$ cat src/rtl/rx_iod_multilane_bit_align.sv
// Multi-lane RX IOD bit aligner: one FSM sweeps each lane's tap delay and parks it mid-eye.
// Optional macro RXALGN_SKIP_EN adds BIT_ALGN_SKIP / SKIP_TAP to bypass the eye search.
module rx_iod_multilane_bit_align #(
    parameter int NUM_LANES  = 4,
    parameter int TAP_W      = 7,
    parameter int MAX_TAP    = 127,
    parameter int SETTLE_CYC = 4,
    parameter int SAMPLE_CYC = 8,
    parameter int MIN_EYE    = 8
`ifdef RXALGN_SKIP_EN
    , parameter int SKIP_TAP = 64
`endif
) (
    input  logic                         SCLK,
    input  logic                         RESETN,
    input  logic                         PLL_LOCK,
    input  logic                         BIT_ALGN_RSTRT,
    input  logic                         BIT_ALGN_HOLD,
`ifdef RXALGN_SKIP_EN
    input  logic                         BIT_ALGN_SKIP,
`endif
    input  logic [NUM_LANES-1:0]         IOD_EARLY,
    input  logic [NUM_LANES-1:0]         IOD_LATE,
    input  logic [NUM_LANES-1:0]         IOD_OOR,
    output logic [NUM_LANES-1:0]         BIT_ALGN_CLR_FLGS,
    output logic [NUM_LANES-1:0]         BIT_ALGN_LOAD,
    output logic [NUM_LANES-1:0]         BIT_ALGN_MOVE,
    output logic [NUM_LANES-1:0]         BIT_ALGN_DIR,
    output logic                         BIT_ALGN_START,
    output logic                         BIT_ALGN_DONE,
    output logic                         BIT_ALGN_ERR,
    output logic [NUM_LANES-1:0]         LANE_DONE,
    output logic [NUM_LANES-1:0]         LANE_ERR,
    output logic [NUM_LANES*TAP_W-1:0]   LANE_TAPDLY
);
    localparam int LW  = TAP_W + 1;
    localparam int LIW = (NUM_LANES > 1) ? $clog2(NUM_LANES) : 1;
    localparam int CW  = $clog2(SETTLE_CYC + SAMPLE_CYC + 1) + 1;

    typedef enum logic [3:0] {
        ST_IDLE, ST_LOAD, ST_CLR, ST_SETTLE, ST_SAMPLE,
        ST_EVAL, ST_STEP, ST_CENTER, ST_NEXT, ST_FIN
`ifdef RXALGN_SKIP_EN
        , ST_SKIP
`endif
    } state_t;

    state_t                       state_q, state_d;
    logic [LIW-1:0]               lane_idx_q, lane_idx_d;
    logic [TAP_W-1:0]             tap_q, tap_d, eye_start_q, eye_start_d, best_start_q, best_start_d;
    logic [LW-1:0]                eye_len_q, eye_len_d, best_len_q, best_len_d;
    logic [CW-1:0]                cnt_q, cnt_d;
    logic                         bad_q, bad_d, lock_meta_q, lock_meta_d, lock_sync_q, lock_sync_d;
    logic                         rstrt_q, rstrt_d, start_q, start_d, done_q, done_d, err_q, err_d;
    logic [NUM_LANES-1:0]         lane_done_q, lane_done_d, lane_err_q, lane_err_d;
    logic [NUM_LANES-1:0]         clr_q, clr_d, load_q, load_d, move_q, move_d, dir_q, dir_d;
    logic [NUM_LANES*TAP_W-1:0]   tapdly_q, tapdly_d;
`ifdef RXALGN_SKIP_EN
    logic                         skip_q, skip_d;
`endif

    logic [NUM_LANES-1:0]         lane_oh_s;
    logic                         flag_s, oor_s, rstrt_rise_s, scan_end_s;
    logic [TAP_W-1:0]             e_start_s, cand_start_s;
    logic [LW-1:0]                e_len_s, cand_len_s, target_s;

    // Next-state, datapath and registered-output computation
    always_comb begin
        state_d      = state_q;
        lane_idx_d   = lane_idx_q;
        tap_d        = tap_q;
        eye_start_d  = eye_start_q;
        eye_len_d    = eye_len_q;
        best_start_d = best_start_q;
        best_len_d   = best_len_q;
        cnt_d        = cnt_q;
        bad_d        = bad_q;
        start_d      = start_q;
        done_d       = done_q;
        lane_done_d  = lane_done_q;
        lane_err_d   = lane_err_q;
        tapdly_d     = tapdly_q;
        clr_d        = '0;
        load_d       = '0;
        move_d       = '0;
        dir_d        = '0;
`ifdef RXALGN_SKIP_EN
        skip_d       = skip_q;
`endif
        lock_meta_d  = PLL_LOCK;
        lock_sync_d  = lock_meta_q;
        rstrt_d      = BIT_ALGN_RSTRT;
        rstrt_rise_s = BIT_ALGN_RSTRT & ~rstrt_q;

        lane_oh_s             = '0;
        lane_oh_s[lane_idx_q] = 1'b1;
        flag_s     = IOD_EARLY[lane_idx_q] | IOD_LATE[lane_idx_q];
        oor_s      = IOD_OOR[lane_idx_q];
        scan_end_s = ({1'b0, tap_q} == LW'(MAX_TAP)) || oor_s;
        target_s   = {1'b0, best_start_q} + (best_len_q >> 1);
        e_start_s  = (eye_len_q == '0) ? tap_q : eye_start_q;
        e_len_s    = eye_len_q + LW'(1);
        // A bad tap closes the previous run; at scan end a still-open run closes including this tap
        if (bad_q) begin
            cand_start_s = eye_start_q;
            cand_len_s   = eye_len_q;
        end else begin
            cand_start_s = e_start_s;
            cand_len_s   = e_len_s;
        end

        if (!lock_sync_q || rstrt_rise_s) begin
            state_d     = ST_IDLE;
            lane_idx_d  = '0;
            start_d     = 1'b0;
            done_d      = 1'b0;
            lane_done_d = '0;
            lane_err_d  = '0;
        end else begin
            case (state_q)
                ST_IDLE: begin
                    if (!BIT_ALGN_HOLD && !done_q) begin
                        state_d = ST_LOAD;
                        start_d = 1'b1;
`ifdef RXALGN_SKIP_EN
                        skip_d  = BIT_ALGN_SKIP;
`endif
                    end else begin
                        state_d = ST_IDLE;
                    end
                end
                ST_LOAD: begin
                    load_d       = lane_oh_s;
                    tap_d        = '0;
                    eye_start_d  = '0;
                    eye_len_d    = '0;
                    best_start_d = '0;
                    best_len_d   = '0;
`ifdef RXALGN_SKIP_EN
                    state_d      = skip_q ? ST_SKIP : ST_CLR;
`else
                    state_d      = ST_CLR;
`endif
                end
                ST_CLR: begin
                    if (BIT_ALGN_HOLD) begin
                        state_d = ST_CLR;
                    end else begin
                        clr_d   = lane_oh_s;
                        cnt_d   = '0;
                        bad_d   = 1'b0;
                        state_d = ST_SETTLE;
                    end
                end
                ST_SETTLE: begin
                    if (cnt_q == CW'(SETTLE_CYC - 1)) begin
                        cnt_d   = '0;
                        state_d = ST_SAMPLE;
                    end else begin
                        cnt_d   = cnt_q + CW'(1);
                    end
                end
                ST_SAMPLE: begin
                    bad_d = bad_q | flag_s;
                    if (cnt_q == CW'(SAMPLE_CYC - 1)) begin
                        state_d = ST_EVAL;
                    end else begin
                        cnt_d   = cnt_q + CW'(1);
                    end
                end
                ST_EVAL: begin
                    if (bad_q) begin
                        eye_len_d   = '0;
                    end else begin
                        eye_start_d = e_start_s;
                        eye_len_d   = e_len_s;
                    end
                    if ((bad_q || scan_end_s) && (cand_len_s > best_len_q)) begin
                        best_start_d = cand_start_s;
                        best_len_d   = cand_len_s;
                    end else begin
                        best_len_d   = best_len_q;
                    end
                    state_d = scan_end_s ? ST_CENTER : ST_STEP;
                end
                ST_STEP: begin
                    move_d  = lane_oh_s;
                    dir_d   = lane_oh_s;
                    tap_d   = tap_q + TAP_W'(1);
                    state_d = ST_CLR;
                end
                ST_CENTER: begin
                    if (best_len_q < LW'(MIN_EYE)) begin
                        lane_err_d[lane_idx_q]                      = 1'b1;
                        lane_done_d[lane_idx_q]                     = 1'b1;
                        load_d                                      = lane_oh_s;
                        tap_d                                       = '0;
                        tapdly_d[int'(lane_idx_q)*TAP_W +: TAP_W]   = '0;
                        state_d                                     = ST_NEXT;
                    end else if ({1'b0, tap_q} != target_s) begin
                        move_d = lane_oh_s;
                        tap_d  = tap_q - TAP_W'(1);
                    end else begin
                        lane_done_d[lane_idx_q]                     = 1'b1;
                        tapdly_d[int'(lane_idx_q)*TAP_W +: TAP_W]   = target_s[TAP_W-1:0];
                        state_d                                     = ST_NEXT;
                    end
                end
                ST_NEXT: begin
                    if (lane_idx_q == LIW'(NUM_LANES - 1)) begin
                        done_d  = 1'b1;
                        start_d = 1'b0;
                        state_d = ST_FIN;
                    end else begin
                        lane_idx_d = lane_idx_q + LIW'(1);
                        state_d    = ST_LOAD;
                    end
                end
                ST_FIN: begin
                    state_d = ST_FIN;
                end
`ifdef RXALGN_SKIP_EN
                ST_SKIP: begin
                    if (tap_q != TAP_W'(SKIP_TAP)) begin
                        move_d = lane_oh_s;
                        dir_d  = lane_oh_s;
                        tap_d  = tap_q + TAP_W'(1);
                    end else begin
                        lane_err_d[lane_idx_q]                      = 1'b0;
                        lane_done_d[lane_idx_q]                     = 1'b1;
                        tapdly_d[int'(lane_idx_q)*TAP_W +: TAP_W]   = TAP_W'(SKIP_TAP);
                        state_d                                     = ST_NEXT;
                    end
                end
`endif
                default: begin
                    state_d = ST_IDLE;
                end
            endcase
        end
        err_d = |lane_err_d;
    end

    // State, datapath and output registers
    always_ff @(posedge SCLK or negedge RESETN) begin
        if (!RESETN) begin
            state_q      <= ST_IDLE;
            lane_idx_q   <= '0;
            tap_q        <= '0;
            eye_start_q  <= '0;
            eye_len_q    <= '0;
            best_start_q <= '0;
            best_len_q   <= '0;
            cnt_q        <= '0;
            bad_q        <= 1'b0;
            lock_meta_q  <= 1'b0;
            lock_sync_q  <= 1'b0;
            rstrt_q      <= 1'b0;
            start_q      <= 1'b0;
            done_q       <= 1'b0;
            err_q        <= 1'b0;
            lane_done_q  <= '0;
            lane_err_q   <= '0;
            tapdly_q     <= '0;
            clr_q        <= '0;
            load_q       <= '0;
            move_q       <= '0;
            dir_q        <= '0;
`ifdef RXALGN_SKIP_EN
            skip_q       <= 1'b0;
`endif
        end else begin
            state_q      <= state_d;
            lane_idx_q   <= lane_idx_d;
            tap_q        <= tap_d;
            eye_start_q  <= eye_start_d;
            eye_len_q    <= eye_len_d;
            best_start_q <= best_start_d;
            best_len_q   <= best_len_d;
            cnt_q        <= cnt_d;
            bad_q        <= bad_d;
            lock_meta_q  <= lock_meta_d;
            lock_sync_q  <= lock_sync_d;
            rstrt_q      <= rstrt_d;
            start_q      <= start_d;
            done_q       <= done_d;
            err_q        <= err_d;
            lane_done_q  <= lane_done_d;
            lane_err_q   <= lane_err_d;
            tapdly_q     <= tapdly_d;
            clr_q        <= clr_d;
            load_q       <= load_d;
            move_q       <= move_d;
            dir_q        <= dir_d;
`ifdef RXALGN_SKIP_EN
            skip_q       <= skip_d;
`endif
        end
    end

    assign BIT_ALGN_CLR_FLGS = clr_q;
    assign BIT_ALGN_LOAD     = load_q;
    assign BIT_ALGN_MOVE     = move_q;
    assign BIT_ALGN_DIR      = dir_q;
    assign BIT_ALGN_START    = start_q;
    assign BIT_ALGN_DONE     = done_q;
    assign BIT_ALGN_ERR      = err_q;
    assign LANE_DONE         = lane_done_q;
    assign LANE_ERR          = lane_err_q;
    assign LANE_TAPDLY       = tapdly_q;
endmodule

$ cat config.mk
export PLATFORM = sky130hd
export DESIGN_NAME = rx_iod_multilane_bit_align
export DESIGN_NICKNAME = d
export VERILOG_FILES = /design/src/rtl/rx_iod_multilane_bit_align.sv
export SDC_FILE = /design/constraint.sdc
export NUM_CORES = 1
export LEC_CHECK = 0
export BUFFER_PORTS_ARGS = -buffer_cell sky130_fd_sc_hd__buf_4
export CAP_MARGIN = 25
export CORE_UTILIZATION = 34
export DETAILED_ROUTE_END_ITERATION = 8
export GPL_TIMING_DRIVEN = 0
export PLACE_DENSITY = 0.63
export SLEW_MARGIN = 20
export SYNTH_ARGS = -nofsm -noshare
export SYNTH_HDL_FRONTEND = slang
export SYNTH_SLANG_ARGS = --single-unit
$ cat constraint.sdc
create_clock -name SCLK -period 3.85 [get_ports SCLK]
set_clock_uncertainty 0.2 [all_clocks]
set_input_delay 0.385 -clock SCLK [delete_from_list [all_inputs] [get_ports SCLK]]
set_output_delay 0.385 -clock SCLK [all_outputs]
set_load 0.01 [all_outputs]
# After elaboration in Yosys (flattened, before gate mapping)
# Index checks and enable logic that the tools add are counted.
[totals]
ff_bits = 107
input_bits = 17
out_inout_bits = 55
elab_cells = 172
[classes]
addsub = 7
multipliers = 1
n_lt_le_gt_ge = 4
eq_ne = 26
shift = 3
muxes = 70
bitwise_logic = 7
reduce_logical = 32
[ops]
columns = ["operator", "count"]
rows = [
  ["$mux 4", 23],
  ["$bwmux 28", 2],
  ["$mux 28", 2],
  ["$pmux 4 s9", 1],
  ["$mux 7", 5],
  ["$neg 5->33", 1],
  ["$shift 7x33->28 const A", 1],
  ["$shiftx 7x33->28", 1],
  ["$shiftx 7x33->28 const A", 1],
  ["$pmux 8 s2", 2],
  ["$pmux 7 s2", 2],
  ["$mux 8", 3],
  ["$pmux 7 s3", 1],
  ["$ne 3x3->1 const B", 6],
  ["$reduce_and 3->1", 6],
  ["$eq 4x3->1 const B", 4],
  ["$pmux 4 s2", 2],
  ["$mux 5", 3],
  ["$pmux 5 s3", 1],
  ["$mux 1", 14],
  ["$ne 2x2->1 const B", 5],
  ["$reduce_bool 2->1", 5],
  ["$reduce_bool 3->1", 3],
  ["$add 7x7->8", 1],
  ["other kinds (36)", 55],
]

# Longest topological paths before layout
[logic_depth]
depth_word = 9
mapped_depth = 14
depth_no_buf = 13

# Least setup slack after synthesis
# OpenSTA, ideal clock, no wires.
[synth_path]
path_type = "register -> register"
startpoint = "reg best_start_q[0]"
endpoint = "reg tapdly_q[0] (netlist: LANE_TAPDLY[0])"
setup_ns = 0.121
arrival_time_ns = 2.958
t_required_ns = 3.529
path_slack_ns = 0.571
path_stages_with_launch = 11
path_buffers = 0
period_less_slack_ns = 3.279
cell_sequence = "dfrtp_1 ha_1 inv_1 fa_1 xnor2_1 a2111oi_0 nand4_1 a2111o_1 o41ai_4 nand2_2 a22o_1"
[synth_via]
elab_chain_len = 5
word_cells_on_any_way = 8
cone_classes = "1 x add/sub; 2 x eq/ne; 1 x shift; 3 x mux; 1 x reduce/logical"
[synth_lines]
columns = ["element", "line_no", "rtl"]
rows = [
  ["from (decl)", "50", "logic [TAP_W-1:0] tap_q, tap_d, eye_start_q, eye_start_d, best_start_q, best_start_d;"],
  ["from (signal assigned)", "278", "best_start_q <= best_start_d;"],
  ["$add 7x7->8 (*)", "100", "target_s = {1'b0, best_start_q} + (best_len_q >> 1);"],
  ["$shiftx 7x33->28", "205", "tapdly_d[int'(lane_idx_q)*TAP_W +: TAP_W] = target_s[TAP_W-1:0];"],
  ["$bwmux 28", "205", ""],
  ["$mux 28", "200", "end else if ({1'b0, tap_q} != target_s) begin"],
  ["$mux 28", "193", "if (best_len_q < LW'(MIN_EYE)) begin"],
  ["to (signal assigned)", "290", "tapdly_q <= tapdly_d;"],
  ["to (decl)", "57", "logic [NUM_LANES*TAP_W-1:0] tapdly_q, tapdly_d;"],
]
# Every way passes the cells marked *; elsewhere a longest branch is shown, timed or not. The select of a mux whose other input is x is not followed.
# A chain may end at the register's enable or synchronous reset.

# Final worst setup path
[layout_path]
startpoint = "reg best_len_q[1]"
endpoint = "reg lane_done_q[2] (netlist: LANE_DONE[2])"
[layout_via]
elab_chain_len = 4
word_cells_on_any_way = 8
cone_classes = "1 x add/sub; 1 x order compare; 2 x eq/ne; 3 x mux; 1 x reduce/logical"
[layout_lines]
columns = ["element", "line_no", "rtl"]
rows = [
  ["from (decl)", "51", "logic [LW-1:0] eye_len_q, eye_len_d, best_len_q, best_len_d;"],
  ["from (signal assigned)", "279", "best_len_q <= best_len_d;"],
  ["$add 7x7->8 or $lt 8x4->1 (tied branches)", "100, 193", ""],
  ["$ne 7x8->1 or $mux 4 (tied branches)", "200, 193", ""],
  ["$ne 3x3->1 (no source line) or $mux 4 (tied branches)", "n/a", ""],
  ["$reduce_and 2->1 (no source line) or $mux 4 (tied branches)", "n/a", ""],
  ["to (signal assigned)", "288", "lane_done_q <= lane_done_d;"],
  ["to (decl)", "55", "logic [NUM_LANES-1:0] lane_done_q, lane_done_d, lane_err_q, lane_err_d;"],
]
# Parallel ways exist; a longest one is shown, timed or not. The select of a mux whose other input is x is not followed.

==> results.toml <==
[logic_synthesis]
synth.area.top_cells = "dfrtp_1 (47%), ha_1 (6.3%), o21ai_0 (5.0%)"
syn_area_mm2 = 0.005756
yosysTopAreaCell = "dfrtp_1"
seq_area_frac_synth = 0.4652
synth_ff_type = "dfrtp_1"
synth.top_cell.area_share = 0.4652
synth.net_count = 636
async_flop_share = 1.000
yosysWarnings = 0
synth_seq_cells = 107
ys_types = 61
synth-edff-count = 0
netlist_instances = 589
syn_area_per_cell_um2 = 9.772

[detailed_routing]
wl_per_cell_um = 15.94
wirelength_um = 14380
drt_pass1_iterations = 5
vias = 4779
antenna_left = 0
drc = 0
viasPerCell = 5.298
drtIter0Drc = 283

[timing]
tightest_slew_ps = 805.9
fmax_mhz = 276.4
slew_viol_final = 0
period_needed_ps = 3618
hold_viol_final = 0
period_share = 0.9397
setup_violations = 0
slew_headroom = 0.4586

[power]
power_density_mw_per_mm2 = 359.1
vdd_drop_max_uv = 235.9
p_leak_nw = 3.297
total_power_w = 0.002498

[placement]
dp.cells = 880
routabilityCongestion = 0.8568
dp_hpwl_um = 10600
io_buffers = 71

[setup_path]
cp.arrival_ps = 3720
critPathCaptureType = "flip-flop"
cp_max_fo = 5
critPathLaunch = "best_len_q[1]"
crit_cells = 10
cp.required_ps = 3950
path_cells = "ha_1 -> inv_1 -> fa_1 -> xnor2_1 -> a2111oi_0 -> nand4_1 -> a2111o_1 -> or3_1 -> a21oi_1 -> a22o_1"
crit_path_max_incr_delay_ps = 530
slowest_stage = "fa_1"
cp_num_buf_inv = 1
start_kind = "flip-flop"
worstReg2RegStart = "best_len_q[1]"
critPathTopFamily = "compound AO/OA/AOI/OAI gates"
reg2regPathDepth = 10
worst-setup-path-type = "reg2reg"

[global_route]
antenna_found_initial = 0
overflow = 0
grt_max_degree = 108
grt_pass1_wl_um = 23720
grt_pass1_vias = 4728
track_usage = 0.1712

[clock_network]
root_buffer = "clkbuf_16"
clockBufferDepth = 2
numCtsBuffers = 9
clkTransAtPathRegs_ps = 70
cts_sinks = 107
clkLatencyLatePin_ps = 360
h-tree-depth = 3
cts_tree = "built"

[final_layout]
area_growth_pct = 20.87
drive_above_1_share = 0.1921
finalNetCount = 724
layout.cells.non_filler = 902
n_antenna_cell = 0

[floorplan]
die_y_um = 132.1
io_pins = 72
die_w_um = 132.1
core_mm2 = 0.01658
start_util = 0.3471
dieArea_mm2 = 0.01745
fp-row-count = 47

[outcome]
outcome = "finished, final reports clean"

[job]
drv_cap = 0

[hold_path]
min-delay-start = "lock_meta_q"
worstHoldPathCells = 0
hold_path.class = "reg2reg"
## worst reg2reg max path, delay by kind of cell (launching register included)
kind	cells	cell delay, ps
XOR/XNOR	1	180
AO/OA/AOI/OAI	4	1350
adder cells (fa/ha/maj)	2	730
buffers and inverters	1	70
flip-flops	1	400
AND/OR/NAND/NOR	2	650
## where the power goes
part	switching (W)	internal (W)
Combinational	0.000234	0.000136
Sequential	0.0000296	0.00115
Clock	0.000423	0.000526
## placed cells by master, fill, tap and decap left out, types with 4 or more instances in the layout
| master | instances |
|---|---|
| nor2b_1 | 5 |
| inv_1 | 30 |
| buf_2 | 4 |
| xor2_1 | 9 |
| dfrtp_1 | 107 |
| nand3_1 | 14 |
| ha_1 | 29 |
| nand4_1 | 7 |
| mux2i_1 | 5 |
| o2bb2ai_1 | 6 |
| nor3_1 | 10 |
| nor2_1 | 68 |
| a22o_1 | 18 |
| o21ai_0 | 56 |
| clkbuf_1 | 21 |
| a31oi_1 | 5 |
| a21bo_2 | 15 |
| buf_4 | 73 |
| a211o_1 | 4 |
| nand2_1 | 43 |
| o31ai_1 | 10 |
| a21o_1 | 7 |
| xnor2_1 | 6 |
| clkbuf_16 | 9 |
| nand2b_1 | 13 |
| or3_1 | 4 |
| o21a_1 | 4 |
| a21oi_1 | 29 |
| mux2_2 | 8 |
| and3_1 | 5 |
## synthesized netlist by cell type, types with 4 or more instances
library cell,instances
a31oi_1,5
nor2_1,68
o31ai_1,10
nand2b_1,13
o2bb2ai_1,6
xnor2_1,6
a22o_1,18
o21ai_0,57
nand4_1,7
a21oi_1,30
and3_1,5
dfrtp_1,107
inv_1,30
mux2i_1,5
a21bo_2,15
a211o_1,4
nand2_1,43
xor2_1,9
a21o_1,7
mux2_2,8
buf_2,4
or3_1,4
ha_1,29
nor2b_1,5
nor3_1,11
nand3_1,14
clkbuf_1,21
o21a_1,4
## worst paths after layout
check | end | slack (ps)
setup / recovery | LANE_DONE[2] | 230
max in group asynchronous | LANE_TAPDLY[11] | 2530
hold reg to reg | lock_sync_q | 170
min in group asynchronous | lane_idx_q[0] | 230
hold / removal | lock_sync_q | 170
setup reg to reg | LANE_DONE[2] | 230
## per-layer routing
metal	up-vias	global-route usage	share of wire	wire [um]
met2	127	0.2772	0.47	6729
met3	31	0.03691	0.056	810
met1	2341	0.2219	0.45	6460
li1	2280	-	-	-
met5	-	0	0	0
met4	0	0.07106	0.026	381
## cell type report
class	instances	area [um^2]
Inverter	30	112.6
Buffer	27	118.9
Tap cell	220	275.3
Sequential cell	107	2678
Clock inverter	5	60.06
Fill cell	1635	9627
Clock buffer	11	242.7
Timing Repair Buffer	77	609.3
Multi-Input combinational cell	425	2860
## registers in the layout (all words and copies together) (netlist names), 5 cells and up
signal	cells
LANE_TAPDLY	28
best_len_q	8
best_start_q	7
cnt_q	5
eye_len_q	8
eye_start_q	7
tap_q	7
## repair_timing
item	CTS	global route
hold buffers	3	0
resized for setup	0	6
endpoints found under the hold margin	6	0
endpoints found under the setup margin	0	44
buffers inserted	0	2
## logic make-up (layout without fill, tap and decap cells)
logic type,Yosys count,count (layout),share of synthesized area
buffers and inverters,57,150,0.04000
adders and majority gates,30,30,0.06652
AOI/OAI and AO/OA,179,179,0.2154
and+or+nand+nor,184,184,0.1498
muxes,14,14,0.02826
xor gates and xnor gates,18,18,0.03478
DFF,107,107,0.4652
## stage by stage
step	utilization	hold slack, ps	setup slack (ps)	instance area [um^2]	TNS (ps)
final	0.4195	172.1	232.2	6957	0
after global routing	0.4195	174.6	-1.786	6957	-1.786
after CTS	0.4161	169.7	63.48	6900	0
after detailed placement	0.3960	153.7	118.3	6568	0
after global placement	0.3958	134.9	124.8	6564	0
after floorplan	-	-110.6	571.3	5756	0
(Power assumes the default switching activity.)
